===== src/rtl/pwm_capture_pkg.sv =====
// Shared definitions for the PWM input-capture block: FSM state encoding.
package pwm_capture_pkg;

  typedef logic [1:0] state_t;

  localparam logic [1:0] ST_IDLE      = 2'd0;
  localparam logic [1:0] ST_WAIT_RISE = 2'd1;
  localparam logic [1:0] ST_HIGH      = 2'd2;
  localparam logic [1:0] ST_LOW       = 2'd3;

endpackage


===== src/rtl/pwm_capture_sync_edge_det.sv =====
// Two-flop synchronizer for an asynchronous pin plus registered rise/fall pulses.
module pwm_capture_sync_edge_det (
  input  logic clk,
  input  logic rst_n,
  input  logic sig_i,
  output logic rise_o,
  output logic fall_o
);

  logic sync1_q, sync2_q, prev_q, rise_q, fall_q;

  // prev_q tracks the synchronized level every cycle, so a consumer that
  // starts listening late never sees a stale edge.
  always_ff @(posedge clk or negedge rst_n) begin
    if (!rst_n) begin
      sync1_q <= 1'b0;
      sync2_q <= 1'b0;
      prev_q  <= 1'b0;
      rise_q  <= 1'b0;
      fall_q  <= 1'b0;
    end else begin
      sync1_q <= sig_i;
      sync2_q <= sync1_q;
      prev_q  <= sync2_q;
      rise_q  <= sync2_q & ~prev_q;
      fall_q  <= ~sync2_q & prev_q;
    end
  end

  assign rise_o = rise_q;
  assign fall_o = fall_q;

endmodule


===== src/rtl/pwm_capture.sv =====
// Measures period and high time (in prescaled ticks) of each full rise->fall->rise cycle.
module pwm_capture
  import pwm_capture_pkg::*;
#(
  parameter int PRESCALER_BITS = 8,
  parameter int TIMER_BITS     = 16
) (
  input  logic                      clk,
  input  logic                      rst_n,
  input  logic [PRESCALER_BITS-1:0] prescaler_cnt,
  input  logic                      go,
  input  logic                      pwm_in,
  output logic [TIMER_BITS-1:0]     period,
  output logic [TIMER_BITS-1:0]     high_time,
  output logic                      valid,
  output logic                      timeout,
  output logic                      ovf,
  output logic                      armed
);

  logic rise, fall;

  pwm_capture_sync_edge_det u_sync (
    .clk    (clk),
    .rst_n  (rst_n),
    .sig_i  (pwm_in),
    .rise_o (rise),
    .fall_o (fall)
  );

  state_t                    state_q, state_d;
  logic [PRESCALER_BITS-1:0] pre_l_q, pre_l_d, pre_n_q, pre_n_d;
  logic [TIMER_BITS-1:0]     cnt_q, cnt_d, hi_l_q, hi_l_d;
  logic [TIMER_BITS-1:0]     period_q, period_d, high_q, high_d;
  logic                      valid_q, valid_d, timeout_q, timeout_d;
  logic                      ovf_q, ovf_d, go_q;

  logic                  tick;
  logic [TIMER_BITS:0]   inc_w, add_w;
  logic [TIMER_BITS-1:0] captured, period_sat;
  logic                  sat_hit;

  always_comb begin
    tick       = (pre_n_q == pre_l_q);
    inc_w      = {1'b0, cnt_q} + {{TIMER_BITS{1'b0}}, tick};
    captured   = inc_w[TIMER_BITS] ? '1 : inc_w[TIMER_BITS-1:0];
    add_w      = {1'b0, hi_l_q} + {1'b0, captured};
    period_sat = add_w[TIMER_BITS] ? '1 : add_w[TIMER_BITS-1:0];
    sat_hit    = tick && (&cnt_q);

    state_d   = state_q;
    pre_l_d   = pre_l_q;
    pre_n_d   = pre_n_q;
    cnt_d     = cnt_q;
    hi_l_d    = hi_l_q;
    period_d  = period_q;
    high_d    = high_q;
    ovf_d     = ovf_q;
    valid_d   = 1'b0;
    timeout_d = 1'b0;

    // Counters free-run only while a phase is being measured.
    if (state_q == ST_HIGH || state_q == ST_LOW) begin
      pre_n_d = tick ? '0 : pre_n_q + {{(PRESCALER_BITS-1){1'b0}}, 1'b1};
      cnt_d   = captured;
    end

    if (!go) begin
      state_d = ST_IDLE;
    end else begin
      case (state_q)
        ST_IDLE: begin
          if (!go_q) begin
            pre_l_d = prescaler_cnt;
            ovf_d   = 1'b0;
            state_d = ST_WAIT_RISE;
          end
        end
        ST_WAIT_RISE: begin
          if (rise) begin
            pre_n_d = '0;
            cnt_d   = '0;
            state_d = ST_HIGH;
          end
        end
        ST_HIGH: begin
          if (fall) begin
            hi_l_d  = captured;
            pre_n_d = '0;
            cnt_d   = '0;
            state_d = ST_LOW;
          end else if (sat_hit) begin
            timeout_d = 1'b1;
            ovf_d     = 1'b1;
            state_d   = ST_WAIT_RISE;
          end
        end
        default: begin
          if (rise) begin
            period_d = period_sat;
            high_d   = hi_l_q;
            valid_d  = 1'b1;
            pre_n_d  = '0;
            cnt_d    = '0;
            state_d  = ST_HIGH;
          end else if (sat_hit) begin
            timeout_d = 1'b1;
            ovf_d     = 1'b1;
            state_d   = ST_WAIT_RISE;
          end
        end
      endcase
    end
  end

  always_ff @(posedge clk or negedge rst_n) begin
    if (!rst_n) begin
      state_q   <= ST_IDLE;
      pre_l_q   <= '0;
      pre_n_q   <= '0;
      cnt_q     <= '0;
      hi_l_q    <= '0;
      period_q  <= '0;
      high_q    <= '0;
      valid_q   <= 1'b0;
      timeout_q <= 1'b0;
      ovf_q     <= 1'b0;
      go_q      <= 1'b0;
    end else begin
      state_q   <= state_d;
      pre_l_q   <= pre_l_d;
      pre_n_q   <= pre_n_d;
      cnt_q     <= cnt_d;
      hi_l_q    <= hi_l_d;
      period_q  <= period_d;
      high_q    <= high_d;
      valid_q   <= valid_d;
      timeout_q <= timeout_d;
      ovf_q     <= ovf_d;
      go_q      <= go;
    end
  end

  assign period    = period_q;
  assign high_time = high_q;
  assign valid     = valid_q;
  assign timeout   = timeout_q;
  assign ovf       = ovf_q;
  assign armed     = (state_q != ST_IDLE);

endmodule


===== config.mk =====
export PLATFORM = sky130hd
export DESIGN_NAME = pwm_capture
export DESIGN_NICKNAME = d
export VERILOG_FILES = /design/src/rtl/pwm_capture_pkg.sv /design/src/rtl/pwm_capture_sync_edge_det.sv /design/src/rtl/pwm_capture.sv
export SDC_FILE = /design/constraint.sdc
export NUM_CORES = 1
export LEC_CHECK = 0
export BUFFER_PORTS_ARGS = -buffer_cell sky130_fd_sc_hd__buf_2
export CORE_MARGIN = 2
export CORE_UTILIZATION = 63
export CTS_CLUSTER_DIAMETER = 150
export DETAILED_ROUTE_END_ITERATION = 12
export PLACE_DENSITY = 0.88
export SLEW_MARGIN = 20
export SYNTH_ARGS = -nofsm -noshare
export SYNTH_HDL_FRONTEND = slang
export SYNTH_SLANG_ARGS = --single-unit

===== constraint.sdc =====
create_clock -name clk -period 10.35 [get_ports clk]
set_input_delay 0.5175 -clock clk [delete_from_list [all_inputs] [get_ports clk]]
set_output_delay 0.5175 -clock clk [all_outputs]
set_load 0.005 [all_outputs]

==> results of run 1 <==
per-stage QoR:
| step | setup slack [ps] | hold WS [ps] | utilization, % |
|---|---|---|---|
| 2_1_floorplan | 6540 | 222 | - |
| 4_1_cts | 5790 | 247 | 72.1 |
| 3_5_place_dp | 5810 | 354 | 69.7 |
| 5_1_grt | 5450 | 243 | 72.2 |
| 6_report | 5800 | 186 | 72.2 |
| 3_3_place_gp | 6090 | 344 | 69.7 |
cell type report:
class	instances	area, sq um
sequential	91	2280
clock buffer	11	141
timing repair buffer	49	256
multi-input combinational	376	2390
inverter	17	63.8
clock inverter	5	37.5
tap	99	124
fill	565	2040
sequential cells by signal, indices dropped and copies added, names as in the netlist:
name            cells
pre_n_q             8
u_sync.sync1_q      1
go_q                1
u_sync.sync2_q      1
state_q             2
hi_l_q             16
ovf                 1
cnt_q              16
pre_l_q             8
u_sync.rise_o       1
u_sync.fall_o       1
valid               1
u_sync.prev_q       1
high_time          16
timeout             1
period             16
where the power goes:
part           total, uW  internal (uW)  leakage, uW  switching [uW]
sequential           493            421      0.00119            72.2
clock                223           94.7    0.0000859             128
combinational        347            152      0.00131             195
final timing paths:
kind                       slack [ps]            from             end  depth (start not counted)
max in group asynchronous        9600           rst_n        cnt_q[1]                          1
min reg2reg                       370  u_sync.sync1_q  u_sync.sync2_q                          0
min                               190           rst_n       hi_l_q[6]                          1
max                              5800      pre_n_q[4]      period[14]                         18
max reg2reg                      5800      pre_n_q[4]      period[14]                         18
min in group clk                  250          pwm_in  u_sync.sync1_q                          1
layer usage:
layer  GRT usage [%]  up-vias
met5               0        -
li1                -     1812
met2            40.5      101
met3            3.98       27
met4            11.6        0
met1            32.4     1737
Yosys cell counts, drive strengths merged, types with 9 or more instances:
| library cell | instances |
|---|---|
| nand3 | 13 |
| and2 | 10 |
| nor3 | 9 |
| clkbuf | 13 |
| mux2 | 14 |
| a211oi | 13 |
| inv | 16 |
| xor2 | 16 |
| o21ai | 25 |
| nand2 | 91 |
| a21oi | 27 |
| nor2 | 52 |
| xnor2 | 20 |
| dfrtp | 91 |
| ha | 19 |
critical path, stage by stage (launching register included):
cell       delay, ps
dfrtp_1          420
xnor2_1          170
nand4_1          120
nor2_1           300
ha_1             310
nand2_1          170
nor3_2           280
and2_1           240
nor2_1            90
inv_1             70
ha_1             180
inv_1             70
fa_1             410
and2b_1          250
o2111ai_2        180
a2111oi_4        410
o32a_1           510
nor4bb_1         140
nor3_2           170
cells by family (layout without fill, tap and decap cells):
group | Yosys count | after routing | synth area share, %
AO/OA/AOI/OAI | 100 | 100 | 14.0
AND/OR/NAND/NOR | 203 | 203 | 20.0
adder cells (fa/ha/maj) | 20 | 20 | 5.37
buffers and inverters | 33 | 82 | 2.76
XOR/XNOR | 36 | 36 | 6.57
multiplexers | 17 | 17 | 3.91
flip-flops | 91 | 91 | 47.4
==> out/results.tsv, run 1 <==
stage	metric	value	unit
run_status	status	finished, final reports clean	
clock_tree	Root Buffer Master	clkbuf_8	
synth	Yosys reg bits	91	
synth	Syn Inst Count	500	
routing	post-route ant nets	0	
clock_tree	CTS clock-pin slew for the worst setup and hold paths	90	ps
place	I/O Buffers	47	
clock_tree	H-tree Lvls	3	
routing	First DRT Iteration DRCs	209	
synth	ys flop type	dfrtp_1	
clock_tree	Hold Buf Count CTS	0	
global_routing	grt total ovfl	0	
clock_tree	clk buf depth	2	
routing	WL met3	397	um
routing	WL/cell	14.7	um
routing	DR vias/cell	5.67	
sta	Final Hold Fails	0	
layout	layout cells sized above 1	16.6	%
power	P_leak	0.00259	uW
flow_run	max-cap violations	0	
sta	fmax	220	MHz
layout	final layout net count	576	
sta	Final TNS setup	0	ps
sta	Slew headroom	35.0	%
clock_tree	CTS tree	built	
clock_tree	CTS buffer count	9	
global_routing	vias in the first global route	3620	
synth	asr flop ratio synth	100	%
clock_tree	Post-CTS Resized	0	
place	GPL Wtd Cong	0.874	
sta	max-slew violation count	0	
synth	sequential element share of the synthesized area	47.4	%
sta	crit share post-route	43.9	%
synth	number of synthesized flops with an enable pin	0	
routing	vias	3677	
setup_path	CP required	10650	ps
sta	fin crit period	4550	ps
clock_tree	clock latency on the worst-skew pair	370	ps
floorplanning	Die ar.	8340	sq um
floorplanning	die span in y	91.3	um
floorplanning	Die Wd	91.3	um
clock_tree	Post-CTS Setup Bufs	0	
sta	Slew @ Worst Pin	972	ps
layout	final cell count without fillers	648	
layout	fin area	5290	sq um
synth	Synth Warn #	0	
floorplanning	Starting Density	65.5	%
place	Placed Area	5110	sq um
clock_tree	TritonCTS Sinks	91	
layout	most frequent cells in the layout	nand2_1, dfrtp_1, nor2_1	
synth	ranking of synthesized cells by area	dfrtp_1, nand2_1, ha_1	
routing	drt drc	0	
place	HPWL after DPL	6900	um
floorplanning	Core Footprint	7330	sq um
sta	Worst Skew	9.53	ps
power	Peak VDD IR	0.123	mV
setup_path	Worst setup EP type	flop	
global_routing	Total GRT Usage	24.7	%
synth	Post-Syn Area	4800	sq um
setup_path	crit path DAT	4840	ps
sta	Final setup viols	0	
routing	DRT Pass-1 Iters	5	
routing	Metal-1 WL	4220	um
min_path	hold crit path type	input pin to asynchronous set/reset pin	
synth	Syn Area/Cell	9.60	sq um
place	placed insts	632	
global_routing	global-route wire length before repair	16500	um
synth	Yosys top cell by area	dfrtp_1	
power	Power Total	1060	uW
routing	Top Metal Used	met4	
sta	RSZ-0062 raised after global routing	false	
routing	met2 routed WL	4680	um
setup_path	worst-path fanout max	11	
synth	Synth top area share	47.4	%
synth	Synth cell types	60	
setup_path	Worst setup SP type	flop	
power	Pwr Density	201	nW/um^2
synth	Syn Nets	532	
routing	total detailed-routing wirelength	9530	um
layout	n_diodes	0	
floorplanning	Ports	48	
global_routing	pin count of the biggest net entering global routing	92	
setup_path	CP Class	flop to flop	
layout	Area Overhead vs Synth	10.2	%
global_routing	initial antenna violation count	0	
floorplanning	row count	31	
Note: power is estimated with default switching activity, not from simulation.
==> inputs of run 2 (changes only) <==
--- a/config.mk
+++ b/config.mk
@@ -7,10 +7,10 @@
 export LEC_CHECK = 0
 export BUFFER_PORTS_ARGS = -buffer_cell sky130_fd_sc_hd__buf_2
 export CORE_MARGIN = 2
-export CORE_UTILIZATION = 63
+export CORE_UTILIZATION = 53
 export CTS_CLUSTER_DIAMETER = 150
 export DETAILED_ROUTE_END_ITERATION = 12
-export PLACE_DENSITY = 0.88
+export PLACE_DENSITY = 0.8
 export SLEW_MARGIN = 20
 export SYNTH_ARGS = -nofsm -noshare
 export SYNTH_HDL_FRONTEND = slang
==> constraint.sdc (replaced) <==
create_clock -name clk -period 3.87 [get_ports clk]
set_input_delay 0.1935 -clock clk [delete_from_list [all_inputs] [get_ports clk]]
set_output_delay 0.1935 -clock clk [all_outputs]
set_load 0.005 [all_outputs]
==> run 2 against run 1 <==
Effect of this change: non-clock buffer count grew 41; fmax grew 22%; largest cell class unchanged; via count grew 4.9%; die area grew 18%; highest routed layer unchanged.
==> out/results.tsv, run 2 (synthesis gave the netlist of run 1 again) <==
stage	metric	value	unit	change
setup_path	worst-path fanout max	7		-4
routing	DRT Pass-1 Iters	4		-1
global_routing	initial antenna violation count	0		unchanged
routing	WL/cell	15.3	um	+3.8%
routing	post-route ant nets	0		unchanged
sta	Slew @ Worst Pin	953	ps	-19.7 ps
floorplanning	Core Footprint	8760	sq um	+20%
layout	final layout net count	617		+7.1%
run_status	status	finished, final reports clean		
place	HPWL after DPL	7510	um	+8.8%
clock_tree	CTS clock-pin slew for the worst setup and hold paths	90	ps	about the same
flow_run	max-cap violations	0		unchanged
sta	max-slew violation count	0		unchanged
floorplanning	Ports	48		unchanged
min_path	hold crit path type	input pin to flop		
setup_path	CP Class	flop to flop		
layout	fin area	5850	sq um	+11%
place	I/O Buffers	47		unchanged
place	Placed Area	5350	sq um	+4.8%
routing	total detailed-routing wirelength	10700	um	+12%
layout	n_diodes	0		unchanged
global_routing	global-route wire length before repair	17700	um	+7.3%
layout	commonest non-fill, non-tap cell in the layout	dfrtp_1		
sta	Worst Skew	12.9	ps	+3.32 ps
power	Pwr Density	542	nW/um^2	+170%
clock_tree	clk buf depth	2		unchanged
layout	final cell count without fillers	698		+7.7%
place	GPL Wtd Cong	0.854		-2.3%
setup_path	Worst setup EP type	flop		
floorplanning	Starting Density	54.8	%	-11 points
sta	fmax	268	MHz	+22%
clock_tree	clock latency on the worst-skew pair	370	ps	about the same
floorplanning	die span in y	99.2	um	+8.6%
setup_path	crit path DAT	4030	ps	-810 ps
routing	Metal-1 WL	4730	um	+12%
routing	DR vias/cell	5.52		-2.6%
routing	WL met3	426	um	+7.3%
setup_path	Max stage delay on crit path	430	ps	-80 ps
global_routing	grt total ovfl	0		unchanged
clock_tree	Root Buffer Master	clkbuf_8		
place	placed insts	672		+6.3%
setup_path	crit-path cells	xnor2_2 -> nand4_1 -> nor2_2 -> ha_2 -> nand2_4 -> nor3_4 -> and2_4 -> nor2_4 -> inv_2 -> ha_4 -> inv_2 -> fa_2 -> and2b_1 -> o2111ai_2 -> a2111oi_4 -> o32a_1 -> buf_6 -> nor2_4 -> a31oi_1		
power	Peak VDD IR	0.279	mV	+130%
sta	crit share post-route	96.6	%	+53 points
floorplanning	Die Wd	99.2	um	+8.6%
sta	post-route worst setup slack	133	ps	-5670 ps
sta	Slew headroom	36.1	%	+1.1 points
routing	vias	3856		+4.9%
floorplanning	Die ar.	9840	sq um	+18%
clock_tree	CTS tree	built		
layout	Area Overhead vs Synth	21.9	%	
power	P_leak	0.00287	uW	+11%
global_routing	Total GRT Usage	22.3	%	-2.4 points
layout	most frequent cells in the layout	dfrtp_1, nand2_1, nor2_1		
sta	RSZ-0062 raised after global routing	true		
routing	drt drc	0		unchanged
routing	met2 routed WL	5400	um	+15%
layout	layout cells sized above 1	28.3	%	+12 points
setup_path	CP max-delay cell	dfrtp_1		
clock_tree	H-tree Lvls	3		unchanged
place	pre-CTS WS	-27.4	ps	-5840 ps
routing	Top Metal Used	met4		
clock_tree	CTS buffer count	9		unchanged
setup_path	CP required	4160	ps	-6490 ps
sta	Final Hold Fails	0		unchanged
floorplanning	row count	34		+9.7%
setup_path	Worst setup SP type	flop		
routing	First DRT Iteration DRCs	120		-43%
sta	Final setup viols	0		unchanged
sta	fin crit period	3740	ps	-810 ps
power	Power Total	3170	uW	+200%
global_routing	pin count of the biggest net entering global routing	92		unchanged
global_routing	vias in the first global route	3770		+4.1%
clock_tree	TritonCTS Sinks	91		unchanged
==> run 2: changes by cell type in the layout (fill, tap and decap cells not counted), sizes merged <==
cell,delta
buf,+39
bufinv,+1
dlygate4sd3,+2
inv,-1
==> run 2: where the power goes <==
part / internal [uW] / switching [uW]
Combinational: 570 / 629
Sequential: 1120 / 183
Clock: 319 / 345
Total: 2010 / 1160
==> run 2: layout make-up <==
cell class | count | area [sq um]
clock buffer | 11 | 141
clock inverter | 5 | 62.6
fill | 677 | 2910
inverter | 17 | 63.8
multi-input combinational | 376 | 2590
sequential | 91 | 2280
tap | 108 | 135
timing repair buffer | 90 | 581
==> run 2: critical path: cells and delay by family, from the launching register on <==
family | cells | cell delay [ps]
simple gates | 8 | 1080
compound gates | 4 | 1020
fa+ha+maj | 3 | 750
flops | 1 | 430
buf+inv | 3 | 240
xor+xnor | 1 | 170
==> run 2: worst paths after layout <==
kind,startpoint,to,slack [ps],cells after the start
max,pre_n_q[7],period[13],130,19
min,go,go_q,30,1
max reg2reg,pre_n_q[7],period[13],130,19
min reg2reg,u_sync.sync1_q,u_sync.sync2_q,360,0
max in group asynchronous,rst_n,cnt_q[12],2860,2
min in group asynchronous,rst_n,period[4],430,2
==> run 2: timing repair <==
action / 4_1_cts / 5_1_grt
hold endpoints to repair: 1 / 84
setup buffers: 2 / 6
endpoints found under the setup margin: 8 / 16
resized for setup: 1 / 47
hold buffers: 1 / 1
pin swaps: 1 / 28
==> run 2: per-stage QoR <==
step | utilization [%] | setup TNS (ps) | hold slack (ps)
after global placement | 61.1 | 0 | 304
final | 66.8 | 0 | 29.5
after CTS | 63.8 | 0 | 15.6
after floorplan | - | 0 | -102
after detailed placement | 61.1 | -96.1 | 303
after global routing | 66.8 | -1410 | 17.0
==> run 2: routing by layer <==
| layer | GRT usage [%] | vias to the layer above |
|---|---|---|
| met2 | 37.6 | 93 |
| met1 | 29.5 | 1845 |
| met4 | 6.11 | 0 |
| li1 | - | 1908 |
| met3 | 4.64 | 10 |
| met5 | 0 | - |
